**config.mk**
```make
export PLATFORM = sky130hd
export DESIGN_NAME = baby_serial_word_tx
export DESIGN_NICKNAME = d
export VERILOG_FILES = /design/src/rtl/baby_serial_word_tx.sv
export SDC_FILE = /design/constraint.sdc
export NUM_CORES = 1
export LEC_CHECK = 0
export BUFFER_PORTS_ARGS = -buffer_cell sky130_fd_sc_hd__buf_4
export CORE_MARGIN = 4
export CORE_UTILIZATION = 48
export CTS_BUF_LIST = sky130_fd_sc_hd__clkbuf_16
export DETAILED_ROUTE_END_ITERATION = 16
export HOLD_SLACK_MARGIN = 0.06
export PLACE_DENSITY = 0.72
export SETUP_SLACK_MARGIN = 0.1
export SLEW_MARGIN = 20
export SYNTH_ARGS = -nofsm -noshare
export SYNTH_HDL_FRONTEND = slang
export SYNTH_SLANG_ARGS = --single-unit
```
**constraint.sdc**
```tcl
create_clock -name CLK -period 4.3 [get_ports CLK]
set_input_delay 0 -clock CLK [delete_from_list [all_inputs] [get_ports CLK]]
set_output_delay 0 -clock CLK [all_outputs]
set_load 0.005 [all_outputs]
```
**src/rtl/baby_serial_word_tx.sv**
```systemverilog
// ---------------------------------------------------------------------------
// baby_serial_word_tx
//
// Parallel-in / serial-out word transmitter. A word offered with LOAD_VALID
// while LOAD_READY is high is captured and sent LSB first, one bit per clock,
// starting on the cycle after acceptance. An optional run of idle GAP cycles
// follows every word, then the block returns to IDLE for at least one cycle
// before it can accept the next word.
//
// Parameters
//   WORD_WIDTH     serial word length in bits (2..64)
//   GAP_CYCLES     idle cycles inserted after each word (0..15)
//   OUTPUT_INVERT  1 inverts the serial line (inverting line driver)
//
// Ports
//   CLK         system clock, all state changes on its rising edge
//   RESET       synchronous active-high reset
//   LOAD_VALID  DATA_IN holds a word to send
//   DATA_IN     parallel word, bit 0 sent first
//   LOAD_READY  block can accept a word this cycle (decoded from state)
//   SERIAL_OUT  serial data line after optional inversion (registered)
//   BIT_VALID   SERIAL_OUT carries a data bit (registered)
//   WORD_SYNC   SERIAL_OUT carries bit 0 of a word (registered)
//   BIT_INDEX   index of the bit on SERIAL_OUT, 0 when idle (registered)
//   BUSY        block is in SHIFT or GAP (registered)
// ---------------------------------------------------------------------------
module baby_serial_word_tx #(
   parameter int WORD_WIDTH    = 32,
   parameter int GAP_CYCLES    = 1,
   parameter int OUTPUT_INVERT = 0
) (
   input  logic                          CLK,
   input  logic                          RESET,
   input  logic                          LOAD_VALID,
   input  logic [WORD_WIDTH-1:0]         DATA_IN,
   output logic                          LOAD_READY,
   output logic                          SERIAL_OUT,
   output logic                          BIT_VALID,
   output logic                          WORD_SYNC,
   output logic [$clog2(WORD_WIDTH)-1:0] BIT_INDEX,
   output logic                          BUSY
);

   localparam int               IDX_W    = $clog2(WORD_WIDTH);
   localparam logic [IDX_W-1:0] LAST_IDX = IDX_W'(WORD_WIDTH - 1);
   localparam logic             INV_BIT  = (OUTPUT_INVERT != 0) ? 1'b1 : 1'b0;
   localparam logic             HAS_GAP  = (GAP_CYCLES > 0) ? 1'b1 : 1'b0;
   // Gap counter is loaded with the number of GAP cycles still to run after
   // the first one, so it reaches zero on the final GAP cycle.
   localparam logic [3:0]       GAP_LOAD = (GAP_CYCLES > 0) ? 4'(GAP_CYCLES - 1) : 4'd0;

   typedef enum logic [1:0] {
      ST_IDLE  = 2'd0,
      ST_SHIFT = 2'd1,
      ST_GAP   = 2'd2
   } state_t;

   state_t                state_q,     state_d;
   logic [WORD_WIDTH-1:0] shift_q,     shift_d;
   logic [IDX_W-1:0]      bit_cnt_q,   bit_cnt_d;
   logic [3:0]            gap_cnt_q,   gap_cnt_d;
   logic                  serial_q,    serial_d;
   logic                  bit_valid_q, bit_valid_d;
   logic                  word_sync_q, word_sync_d;
   logic                  busy_q,      busy_d;
   logic                  raw_s;

   // Next-state and next-output decode for the IDLE/SHIFT/GAP sequencer.
   always_comb begin
      state_d     = state_q;
      shift_d     = shift_q;
      bit_cnt_d   = bit_cnt_q;
      gap_cnt_d   = gap_cnt_q;
      raw_s       = 1'b0;
      bit_valid_d = 1'b0;
      word_sync_d = 1'b0;

      case (state_q)
         ST_IDLE: begin
            if (LOAD_VALID) begin
               // Bit 0 goes straight to the output flop; the shift register
               // keeps the remaining bits, next one always in position 0.
               state_d     = ST_SHIFT;
               shift_d     = {1'b0, DATA_IN[WORD_WIDTH-1:1]};
               bit_cnt_d   = '0;
               raw_s       = DATA_IN[0];
               bit_valid_d = 1'b1;
               word_sync_d = 1'b1;
            end else begin
               state_d = ST_IDLE;
            end
         end

         ST_SHIFT: begin
            // bit_cnt_q is the index currently shown on the line.
            if (bit_cnt_q == LAST_IDX) begin
               bit_cnt_d = '0;
               shift_d   = '0;
               if (HAS_GAP) begin
                  state_d   = ST_GAP;
                  gap_cnt_d = GAP_LOAD;
               end else begin
                  state_d = ST_IDLE;
               end
            end else begin
               bit_cnt_d   = bit_cnt_q + IDX_W'(1);
               raw_s       = shift_q[0];
               shift_d     = {1'b0, shift_q[WORD_WIDTH-1:1]};
               bit_valid_d = 1'b1;
            end
         end

         ST_GAP: begin
            if (gap_cnt_q == 4'd0) begin
               state_d = ST_IDLE;
            end else begin
               gap_cnt_d = gap_cnt_q - 4'd1;
            end
         end

         default: begin
            state_d   = ST_IDLE;
            shift_d   = '0;
            bit_cnt_d = '0;
            gap_cnt_d = 4'd0;
         end
      endcase

      busy_d   = (state_d != ST_IDLE);
      serial_d = raw_s ^ INV_BIT;
   end

   // State, datapath and output registers with synchronous reset.
   always_ff @(posedge CLK) begin
      if (RESET) begin
         state_q     <= ST_IDLE;
         shift_q     <= '0;
         bit_cnt_q   <= '0;
         gap_cnt_q   <= 4'd0;
         serial_q    <= INV_BIT;
         bit_valid_q <= 1'b0;
         word_sync_q <= 1'b0;
         busy_q      <= 1'b0;
      end else begin
         state_q     <= state_d;
         shift_q     <= shift_d;
         bit_cnt_q   <= bit_cnt_d;
         gap_cnt_q   <= gap_cnt_d;
         serial_q    <= serial_d;
         bit_valid_q <= bit_valid_d;
         word_sync_q <= word_sync_d;
         busy_q      <= busy_d;
      end
   end

   assign LOAD_READY = (state_q == ST_IDLE);
   assign SERIAL_OUT = serial_q;
   assign BIT_VALID  = bit_valid_q;
   assign WORD_SYNC  = word_sync_q;
   assign BIT_INDEX  = bit_cnt_q;
   assign BUSY       = busy_q;

endmodule
```
# After elaboration in Yosys (flattened, before gate mapping)
# Index checks and enable logic that the tools add are counted.
dict set report classes {
  addsub 2
  mul 0
  div 0
  n_lt_le_gt_ge 0
  eq_ne 6
  shifts 0
  mux 19
  bitwise_logic 2
  reduce_logical 6
}
# op n
set ops {}
lappend ops {{$pmux 32 s3} 1}
lappend ops {{$mux 32} 1}
lappend ops {{$mux 31} 1}
lappend ops {{$pmux 5 s3} 1}
lappend ops {{$pmux 4 s3} 1}
lappend ops {{$mux 5} 2}
lappend ops {{$mux 4} 2}
lappend ops {{$ne 2x2->1 const B} 3}
lappend ops {{$pmux 2 s3} 1}
lappend ops {{$add 5x1->5 const B} 1}
lappend ops {{$eq 5x5->1 const B} 1}
lappend ops {{$mux 1} 5}
lappend ops {{$logic_not 4->1} 1}
lappend ops {{$mux 2} 2}
lappend ops {{$pmux 1 s2} 2}
lappend ops {{$sub 4x1->4 const B} 1}
lappend ops {{$reduce_and 3->1} 1}
lappend ops {{$eq 2x1->1 const B} 1}
lappend ops {{$eq 2x2->1 const B} 1}
lappend ops {{$logic_not 2->1} 1}
lappend ops {{$not 1->1} 2}
lappend ops {{$reduce_and 2->1} 1}
lappend ops {{$reduce_bool 2->1} 1}
lappend ops {{$reduce_or 2->1} 1}
dict set report totals {
  regBits 47
  latch_bits 0
  ram_bits 0
  rom_bits 0
  input_bits 35
  out_inout_bits 10
  word_cells 43
  n_memories 0
}

# Depth between registers and ports, before layout
dict set report logic_depth {
  depth_word 4
  ltp_mapped 8
  mapped_depth_nobuf 6
}

# Worst setup path after synthesis
# OpenSTA, ideal clock, no wires.
dict set report synth_timing {
  path_kind {register to register}
  start {reg bit_cnt_q[0] (netlist: BIT_INDEX[0])}
  end {reg bit_cnt_q[2] (netlist: BIT_INDEX[2])}
  setup_time_ps 74
  arrival_ps 1934
  required_ps 4226
  path_slack_ps 2291
  path_stages_with_launch 8
  n_path_buf 1
  synth_period_minus_slack_ps 2009
  cell_sequence {dfxtp_1 ha_1 and3_1 ha_1 clkbuf_1 nor4b_1 a21oi_1 a31oi_1}
}
dict set report synth_between {
  elab_chain_cells 3
  word_cells_on_any_way 4
  cone_classes {add/sub: 1; eq/ne: 1; mux: 2}
}
# element line_no
set synth_rtl {}
lappend synth_rtl {{start: declaration} 60} ;# logic [IDX_W-1:0] bit_cnt_q, bit_cnt_d;
lappend synth_rtl {{start signal: assignment} 147} ;# bit_cnt_q <= bit_cnt_d;
lappend synth_rtl {{$add 5x1->5 / $eq 5x5->1 (equally long branches)} {106, 96}}
lappend synth_rtl {{$mux 5 *} 96} ;# if (bit_cnt_q == LAST_IDX) begin
lappend synth_rtl {{$pmux 5 s3 *} 78} ;# case (state_q)
# Every way passes the cells marked *; elsewhere a longest branch is shown, timed or not.
# A chain may end at the register's enable or synchronous reset.

# Worst setup path after layout
dict set report layout_timing {
  start {reg state_q[0]}
  end {reg shift_q[8]}
}
dict set report layout_between {
  elab_chain_cells 3
  word_cells_on_any_way 7
  cone_classes {eq/ne: 3; mux: 1; bitwise: 1; reduce/logical: 2}
}
# element line_no
set layout_rtl {}
lappend layout_rtl {{start: declaration} 58} ;# state_t state_q, state_d;
lappend layout_rtl {{start signal: assignment} 145} ;# state_q <= state_d;
lappend layout_rtl {{$logic_not 2->1 / $eq 2x2->1 (equally long branches)} 78}
lappend layout_rtl {{$ne 2x2->1 (no line) / $not 1->1 (equally long branches)} -}
lappend layout_rtl {{$reduce_and 2->1 (no line)} -}
lappend layout_rtl {{end signal: assignment} 146} ;# shift_q <= shift_d;
lappend layout_rtl {{end: declaration} 59} ;# logic [WORD_WIDTH-1:0] shift_q, shift_d;
# Several ways; a longest one is shown, not always the timed one.

==> run_results.csv <==
group,metric,value,unit
critical_path,path_class,"flip-flop to flip-flop",
placement,dpl_cell_area,2380,sq um
critical_path,end_kind,"flip-flop",
drt,first_iter_violations,127,
global_route,grt_antenna_before_repair,0,
yosys,ys_seq_area_share,45.3,%
finish,drive_above_1_share,22.7,%
floorplanning,die_area,5340,sq um
clocking,tritoncts,"done",
yosys,syn_nets,253,
drt,vias,1855,
drt,drtPass1Iterations,4,
clocking,root_buffer,"clkbuf_16",
timing,tns,0,ps
floorplanning,die_h,73.1,um
yosys,synth.yosys.warnings,0,
timing,finalSetupViolCount,0,
run_status,run_status,"completed",
finish,syn2layout_area_growth,40.2,%
yosys,synthCells,214,
hold_path,hp-class,"input pin to flip-flop",
finish,design_area,2850,sq um
placement,place.gp.congestion,0.792,
timing,worstMarginPinSlew,976,ps
global_route,grt_max_degree,35,
timing,hold_viol_final,0,
floorplanning,core,4060,sq um
yosys,synthDistinctLibCells,35,
drt,remaining_drc_errors,0,
timing,rsz0062_at_grt,"no",
drt,ant_nets,0,
timing,min_period,2630,ps
finish,final_cell_mix,"buf_4 (48), dfxtp_1 (46), nand2_1 (33), a22o_1 (33), dlygate4sd3_1 (32)",
critical_path,crit_fanout,34,
power,power.density,355,nW/um^2
placement,numPortBuffers,44,
floorplanning,start_util,50.1,%
drt,via_per_inst,5.59,
timing,finClkSkew,4.49,ps
power,ir_drop,0.223,mV
yosys,synth_area_per_cell,9.50,sq um
placement,hpwl,2970,um
floorplanning,rows,23,
critical_path,crit_slowest_cell,"dfxtp_1",
floorplanning,die_w,73.1,um
floorplanning,io_pins,45,
clocking,cts_buffers,5,
critical_path,cp.required,4480,ps
clocking,clockBufferDepth,2,
global_route,busiest_layer,"met2",
finish,antenna_cells,0,
drt,wl,5100,um
job,drv_cap,0,
finish,fin_nets,320,
finish,layout_commonest_cell,"buf_4",
yosys,ys_ff_latch,46,
timing,max_freq,381,MHz
global_route,gr-total-overflow,0,
critical_path,startpoint_type,"flip-flop",
global_route,grt_pass1_wl,8340,um
clocking,cts_sinks,46,
clocking,clkLatencyLatePin,280,ps
timing,drv_slew,0,
clocking,clkSlewWorstSetupHoldPaths,60,ps
global_route,met3_usage,5.79,%
global_route,grtUsageTotal,20.2,%
drt,routedWlPerCell,15.4,um
clocking,h-tree-depth,2,
critical_path,max_stage_delay,830,ps
global_route,met2_usage,32.0,%
yosys,syn_area,2030,sq um
power,leakagePower,1.18,nW
critical_path,crit_chain,"buf_4 -> clkinv_1 -> o2bb2ai_1 -> a22o_1",
global_route,grtUsageMet1,26.1,%
timing,finalCritPeriodShare,61.1,%
global_route,first_global_vias,1767,
timing,slew-limit-headroom,34.6,%
clocking,postCtsSetupBuffers,0,
critical_path,critPathArrivalTime,2800,ps
repair_timing:
action | 4_1_cts | 5_1_grt
gates resized for setup | 0 | 0
hold buffers | 32 | 0
endpoints found under the hold margin | 36 | 0
path summary, 6_finish.rpt:
path	start	to	slack, ps	depth (start not counted)
min reg2reg	shift_q[27]$_SDFFE_PP0P_	shift_q[27]$_SDFFE_PP0P_	480	1
max	state_q[0]$_SDFF_PP0_	shift_q[8]$_SDFFE_PP0P_	1670	4
min	DATA_IN[30]	shift_q[29]$_SDFFE_PP0P_	70	3
max reg2reg	state_q[0]$_SDFF_PP0_	shift_q[8]$_SDFFE_PP0P_	1670	4
metrics by stage:
step                      total power [mW]  hold slack, ps  setup WS, ps  utilization [%]  std cells
after floorplan                      0.575             126          2290                -        214
after global placement               0.629             210          1710             58.7        292
after detailed placement             0.631             232          1670             58.7        292
after CTS                             1.02            60.4          1680             70.0        332
after global routing                  1.06            67.0          1420             70.2        332
final                                 1.01            68.0          1670             70.2        332
critical path, delay by kind of cell, from the launching register on:
kind / cells / cell delay, ps
compound gates: 2 / 590
buf+inv: 2 / 1100
flops: 1 / 830
cell type report:
class	instances	area, sq um
clock buffers	5	125
multi-input cells	145	1040
fillers	315	1210
clock inverters	3	12.5
well taps	50	62.6
flip-flops and latches	46	921
inverters	3	11.3
repair buffers	80	681
synth_stat cells, drive strengths merged:
| library cell | count | area (sq um) |
|---|---|---|
| nor4b | 1 | 8.76 |
| nand2 | 33 | 124 |
| nand3b | 1 | 7.51 |
| o2bb2ai | 30 | 263 |
| nor3 | 3 | 15.0 |
| nor3b | 1 | 7.51 |
| buf | 3 | 12.5 |
| or3b | 1 | 8.76 |
| mux2 | 1 | 11.3 |
| nor2 | 6 | 22.5 |
| nand2b | 5 | 31.3 |
| a31o | 2 | 17.5 |
| and2 | 1 | 6.26 |
| or2 | 2 | 12.5 |
| a31oi | 2 | 12.5 |
| clkinv | 1 | 3.75 |
| nand4b | 1 | 8.76 |
| nor2b | 1 | 6.26 |
| ha | 4 | 50.1 |
| a22o | 33 | 289 |
| inv | 2 | 7.51 |
| mux2i | 1 | 10.0 |
| or4b | 2 | 20.0 |
| nand3 | 4 | 20.0 |
| a32oi | 2 | 17.5 |
| a2111oi | 1 | 8.76 |
| and3 | 1 | 6.26 |
| clkbuf | 17 | 63.8 |
| o21a | 1 | 7.51 |
| xnor2 | 1 | 8.76 |
| a21oi | 3 | 15.0 |
| dfxtp | 46 | 921 |
| or4 | 1 | 7.51 |
flip-flops by register name (all words and copies together), names as in the netlist:
| signal | cells |
|---|---|
| shift_q | 31 |
| BIT_INDEX | 5 |
| gap_cnt_q | 4 |
| state_q | 2 |
| BIT_VALID | 1 |
| BUSY | 1 |
| SERIAL_OUT | 1 |
| WORD_SYNC | 1 |
per-layer routing:
| layer | vias up | wire length (um) |
|---|---|---|
| li1 | 931 | - |
| met5 | - | 0 |
| met4 | 0 | 89 |
| met1 | 872 | 2340 |
| met3 | 9 | 204 |
| met2 | 43 | 2470 |
report_power, final:
group          switching [mW]  internal (mW)  leakage, nW
registers              0.0237          0.459        0.378
logic                  0.0694         0.0961        0.728
clock network           0.155          0.210       0.0724
total                   0.248          0.765         1.18
cells by family after synthesis:
family / synth area share [%]
buffers and inverters: 4.31
adder cells (fa/ha/maj): 2.46
XOR/XNOR: 0.431
multiplexers: 1.05
AO/OA/AOI/OAI: 31.0
flip-flops: 45.3
AND/OR/NAND/NOR: 15.4
(Power assumes the default switching activity.)
